`config.mk`:
```
export PLATFORM = sky130hd
export DESIGN_NAME = self_sync_scrambler_p
export DESIGN_NICKNAME = d
export VERILOG_FILES = /design/src/rtl/self_sync_scrambler_p.sv
export SDC_FILE = /design/constraint.sdc
export NUM_CORES = 1
export LEC_CHECK = 0
export CORE_AREA = 2 2 63 47
export CTS_CLUSTER_DIAMETER = 120
export DETAILED_ROUTE_END_ITERATION = 16
export DIE_AREA = 0 0 65 49
export GPL_ROUTABILITY_DRIVEN = 0
export PLACE_DENSITY = 0.72
export SLEW_MARGIN = 20
export SYNTH_ARGS = -nofsm -noshare
export SYNTH_HDL_FRONTEND = slang
export SYNTH_SLANG_ARGS = --single-unit
```
`constraint.sdc`:
```
create_clock -name clock -period 2.3 [get_ports clock]
set_input_delay 0.575 -clock clock [delete_from_list [all_inputs] [get_ports clock]]
set_output_delay 0.575 -clock clock [all_outputs]
set_load 0.05 [all_outputs]
```
`src/rtl/self_sync_scrambler_p.sv`:
```
// Self-synchronising (multiplicative) scrambler/descrambler, DATA_W bits per word, LSB first.
// Latency: one cycle from accept to dout/out_valid; one word per cycle when the output drains.
// Backpressure: in_ready drops while the output register is full and not draining, or when disabled/flushing.
// Optional feature: define SCR_BYPASS_EN to add a bypass input that passes din straight through.
module self_sync_scrambler_p #(
    parameter int                DATA_W = 8,
    parameter int                LFSR_W = 7,
    parameter logic [LFSR_W-1:0] TAPS   = LFSR_W'(7'b1100000),
    parameter logic [LFSR_W-1:0] SEED   = '0
) (
    input  logic              clock,
    input  logic              resetn,
    input  logic              enable,
    input  logic              mode,
    input  logic              flush,
`ifdef SCR_BYPASS_EN
    input  logic              bypass,
`endif
    input  logic              in_valid,
    output logic              in_ready,
    input  logic [DATA_W-1:0] din,
    output logic              out_valid,
    input  logic              out_ready,
    output logic [DATA_W-1:0] dout,
    output logic [LFSR_W-1:0] lfsr,
    output logic              locked
);

    // Number of words after which the register holds only received line bits.
    localparam int                LOCK_WORDS = (LFSR_W + DATA_W - 1) / DATA_W;
    localparam int                CNT_W      = $clog2(LOCK_WORDS + 1);
    localparam logic [CNT_W-1:0]  LOCK_CNT   = CNT_W'(LOCK_WORDS);

    logic [LFSR_W-1:0] lfsr_q, lfsr_d;
    logic [DATA_W-1:0] dout_q, dout_d;
    logic              out_valid_q, out_valid_d;
    logic [CNT_W-1:0]  cnt_q, cnt_d;
    logic              prev_mode_q, prev_mode_d;

    logic              accept;
    logic              byp;
    logic [LFSR_W-1:0] lfsr_nx;
    logic [DATA_W-1:0] word_nx;
    logic [CNT_W-1:0]  cnt_base;

`ifdef SCR_BYPASS_EN
    assign byp = bypass;
`else
    assign byp = 1'b0;
`endif

    assign in_ready  = enable && !flush && (!out_valid_q || out_ready);
    assign accept    = in_valid && in_ready;
    assign out_valid = out_valid_q;
    assign dout      = dout_q;
    assign lfsr      = lfsr_q;
    assign locked    = (cnt_q == LOCK_CNT);

    // Bit-serial scramble/descramble of the whole word, unrolled into one cycle.
    // The line bit (scrambled bit in scramble mode, received bit in descramble mode) feeds the register.
    always_comb begin
        logic fb;
        logic ob;
        lfsr_nx = lfsr_q;
        word_nx = '0;
        fb      = 1'b0;
        ob      = 1'b0;
        for (int i = 0; i < DATA_W; i++) begin
            fb         = ^(lfsr_nx & TAPS);
            ob         = din[i] ^ fb;
            word_nx[i] = ob;
            lfsr_nx    = {lfsr_nx[LFSR_W-2:0], (mode ? din[i] : ob)};
        end
    end

    // A change of direction invalidates the history, so the lock count restarts before this word counts.
    always_comb begin
        cnt_base = (mode != prev_mode_q) ? '0 : cnt_q;
    end

    // Next-state: flush wins over accept and drain; bypassed words leave lfsr and lock state alone.
    always_comb begin
        lfsr_d      = lfsr_q;
        dout_d      = dout_q;
        out_valid_d = out_valid_q;
        cnt_d       = cnt_q;
        prev_mode_d = prev_mode_q;
        if (flush) begin
            lfsr_d      = SEED;
            cnt_d       = '0;
            out_valid_d = 1'b0;
        end else if (accept) begin
            out_valid_d = 1'b1;
            if (byp) begin
                dout_d = din;
            end else begin
                dout_d      = word_nx;
                lfsr_d      = lfsr_nx;
                prev_mode_d = mode;
                cnt_d       = (cnt_base == LOCK_CNT) ? cnt_base : cnt_base + CNT_W'(1);
            end
        end else if (out_valid_q && out_ready) begin
            out_valid_d = 1'b0;
        end
    end

    // State registers; reset discards any pending output word.
    always_ff @(posedge clock or negedge resetn) begin
        if (!resetn) begin
            lfsr_q      <= SEED;
            dout_q      <= '0;
            out_valid_q <= 1'b0;
            cnt_q       <= '0;
            prev_mode_q <= 1'b0;
        end else begin
            lfsr_q      <= lfsr_d;
            dout_q      <= dout_d;
            out_valid_q <= out_valid_d;
            cnt_q       <= cnt_d;
            prev_mode_q <= prev_mode_d;
        end
    end

endmodule

```
* Word-level counts from Yosys, hierarchy flattened
Index checks and enable logic that the tools add are counted.
** Word-level totals
- Bits in registers :: 18
- Input port bits :: 15
- Output and inout bits :: 18
- Word-level logic and storage cells :: 51
** Operators by class
- $add $sub $neg :: 1
- Equal/unequal tests :: 1
- Multiplexer cells :: 17
- Bitwise gates (word level) :: 9
- Reductions and logical operators :: 18
** Operators by type and width (number)
- 7-bit XOR reduction :: 8
- 1-bit two-way mux :: 15
- 7-bit two-way mux :: 2
- 1-bit bitwise XOR :: 8
- 1-bit logical AND :: 4
- 3-bit nonzero test :: 1
- 1-bit logical NOT :: 2
- 2-bit AND reduction :: 1
- 2-bit nonzero test :: 1
- 1-bit adder (second input constant) :: 1
- 1-bit logical OR :: 1
- 1-bit != test :: 1
- 1-bit NOT :: 1

* Logic depth before layout (Yosys ltp)
- Depth after elaboration :: 8
- Depth in mapped cells :: 5
- Gate-level depth less buffers :: 4

* Worst setup path before layout
No wires, ideal clock.
- Kind :: reg-to-output
- Start :: register out_valid_q, in the netlist out_valid
- End :: output port in_ready
- Arrival :: 1452 ps
- Data required time :: 1725 ps
- Path slack :: 273 ps
- Cell stages (with the launch flop) :: 4
- Path buffers :: 0
- Cells stage by stage :: dfrtp_1 -> nand2b_1 -> nand2_1 -> nor2_1
** On the way
- Longest elaborated chain between the ends :: 3
** Ends and longest elaborated chain
- from (decl) :: RTL line 36 : logic out_valid_q, out_valid_d;
- from (signal assigned) :: RTL line 118 : out_valid_q <= out_valid_d;
- 1-bit logical NOT :: RTL line 52 : assign in_ready = enable && !flush && (!out_valid_q || out_ready);
- 1-bit logical OR :: RTL line 52
- 1-bit logical AND :: RTL line 52
- to (decl) :: RTL line 20 : output logic in_ready,
No other way between the ends.

* Worst setup path in the final report
- Start :: input port out_ready
- End :: output port in_ready
** On the way
- Longest elaborated chain between the ends :: 2
** Ends and longest elaborated chain
- from (decl) :: RTL line 23 : input logic out_ready,
- 1-bit logical OR :: RTL line 52
- 1-bit logical AND :: RTL line 52
No other way between the ends.

==> impl_results.md <==
* Top cells by area, synth: dfrtp_1 (43%), xnor2_1 (14%), xor2_1 (9.8%)
* Critical Path End Type: output port
* Clock buffer depth at 2
* H-tree levels at 1
* # nets final at 151
* Synthesized flop and latch total at 17
* Total wire length at 2.085 mm
* Critical Path Fanout Max at 4
* Combinational power share at 43.4%
* Setup TNS at 0 ns
* CTS Root Cell: clkbuf_8
* Post-route DRC violation count at 0
* Worst-Skew Late Latency at 0.25 ns
* Finished Core Util at 53.91%
* Hold endpoint: dout[7]
* Drt first pass iters at 4
* Rows at 16
* HPWL Detailed at 1.644 mm
* Reg area at 425.4 um^2
* PwrDens at 752.5 nW/um^2
* P_int at 0.6497 mW
* Hold path cells at 2
* Number of global-route vias before repair at 768
* DP Cell Count at 167
* Total CTS buffers at 3
* Area delta synth->final at 43.40%
* Flop pwr share at 35.8%
* Commonest non-fill, non-tap cells in the layout: clkdlybuf4s50_1 (30), dfrtp_1 (17), xnor2_1 (16)
* Worst r2r src: lfsr[6]
* Internal reg-to-reg setup slack at 0.74 ns
* Reg-to-reg critical path endpoint: lfsr[1]
* Area leader, netlist: dfrtp_1
* Vias/cell at 4.596
* Layout Skew at 0.006889 ns
* Worst-path clk slew at 0.07 ns
* Die extent in x at 65 um
* Final non-filler cell total at 171
* Worst setup path category: input port to output port
* Mapped Avg Cell Area at 9.762 um^2
* Period utilisation layout at 94.14%
* WP data arrival at 1.59 ns
* Most common cell after layout, fill and taps aside: clkdlybuf4s50_1
* Sink Count at 17
* Unrepaired setup endpoints after global routing: false
* Overflow after GRT at 0
* Initial drt markers at 28
* CTS tree: done
* Sw frac at 38.93%
* Routed length per instance at 12.19 um
* Post-CTS Setup Bufs at 0
* Peak VDD IR at 250.1 uV
* Vias after detailed routing at 786
* R2R depth at 4
* Hold path startpoint: dout[7]
* Largest net degree at the start of global routing at 21
* Die span in y at 49 um
* I/O Pins at 33
* Layout cells sized above 1 at 11.11%
* Core ar. at 2623 um^2
* Number of synthesis warnings at 0
* HP Class: register to register
* Initial antenna violation count at 0
* Power share of the clock group at 20.8%
* Leak at 0.5836 nW
* Syn nets at 116
* DRT antenna net count at 0
* Setup crit start kind: input port
* Register area share after synthesis at 43.15%
* Max Slew Vio Count at 0
* Yosys top cell area share at 43.15%
* Final setup viols at 0
* F_max at 461.9 MHz
* N_diodes at 0
* Critical path required time at 1.73 ns
* Input/output buffers at 32
* Final hold vios at 0
* CTS-repair resized insts at 0
* Tmin final at 2.165 ns
* DIE AREA at 3185 um^2
* Max Cap Viol at 0
* Gr usage total at 15.20%
* NetSw at 0.4142 mW
* Starting density of the core at 37.60%
* Unique cell type count in the Yosys netlist at 19
* Outcome: completed
* Syn Inst Count at 101
* Slew headroom at 66.55%
* Worst Max-Slew Pin Slew at 0.5001 ns
* # fillers at 249
* Synthesized cell area at 985.9 um^2
* Hold_buf cts at 0
* Overall power at 1.064 mW
* Multi-input gate area at 528.0 um^2
* Hold Slack at 0.4779 ns
* First-pass GRT wire length at 3.663 mm
## synthesized netlist by cell type
cell / count
xnor2_1: 16
xnor2_2: 2
a21oi_1: 1
a211oi_1: 1
o21ai_0: 12
and3_1: 1
nand4b_1: 1
nor2_1: 10
nand2_1: 7
inv_1: 1
nand2b_1: 4
buf_2: 2
or3_1: 2
nand3b_1: 4
xor2_1: 11
dfrtp_1: 17
mux2_2: 2
clkbuf_1: 5
a311oi_1: 2
## area by class of cell
| class | instances | area share [%] |
|---|---|---|
| clock inverter | 1 | 0.3540 |
| inverter | 1 | 0.2655 |
| clock buffer | 3 | 2.920 |
| tap | 36 | 3.186 |
| timing repair buffer | 37 | 25.84 |
| multi-input combinational | 76 | 37.34 |
| sequential | 17 | 30.09 |
## metal layers
metal	wire (um)	GRT usage [%]
met1	999	19.71
met2	944	23.88
met3	108	4.850
met4	32	5.319
met5	0	0
## critical path, cell delays in order
cell and delay, ns:
clkdlybuf4s50_1 0.45, nand2b_1 0.16, nand2_1 0.07, nor2_1 0.17, buf_12 0.16
## through the flow
stage / setup slack [ns] / cell area [um^2]
after floorplan: 0.2730 / 985.9
after global placement: 0.1421 / 1368
after detailed placement: 0.1301 / 1368
after CTS: 0.1212 / 1414
after global routing: 0.07780 / 1414
final: 0.1348 / 1414
## cell families (layout without fill, tap and decap cells)
kind of cell,after synthesis,in the layout,synth area share [%]
buf+inv,8,42,3.299
flops,17,17,43.15
mux,2,2,2.284
compound gates,16,16,9.137
simple gates,29,29,14.85
xor+xnor,29,29,27.28
## power groups by stage
stage	combinational (mW)	clock, mW	sequential [mW]
3_5_place_dp	0.464	0	0.388
2_1_floorplan	0.136	0	0.551
4_1_cts	0.466	0.234	0.383
5_1_grt	0.494	0.250	0.388
6_report	0.461	0.221	0.381
3_3_place_gp	0.462	0	0.386
## flip-flops by register name (all words and copies together) (netlist names)
register,cells
lfsr,7
locked,1
out_valid,1
dout,8
## worst max-delay path by stage
stage	start	to	slack [ns]	cells after the start
after CTS	lfsr[6]	lfsr[6]	0.12	1
after floorplan	out_valid	in_ready	0.27	3
after global routing	out_ready	in_ready	0.08	5
final	out_ready	in_ready	0.13	5
after detailed placement	din[0]	lfsr[0]	0.13	5
after global placement	out_ready	in_ready	0.14	5
No activity file was read; power rests on OpenSTA's default activity.
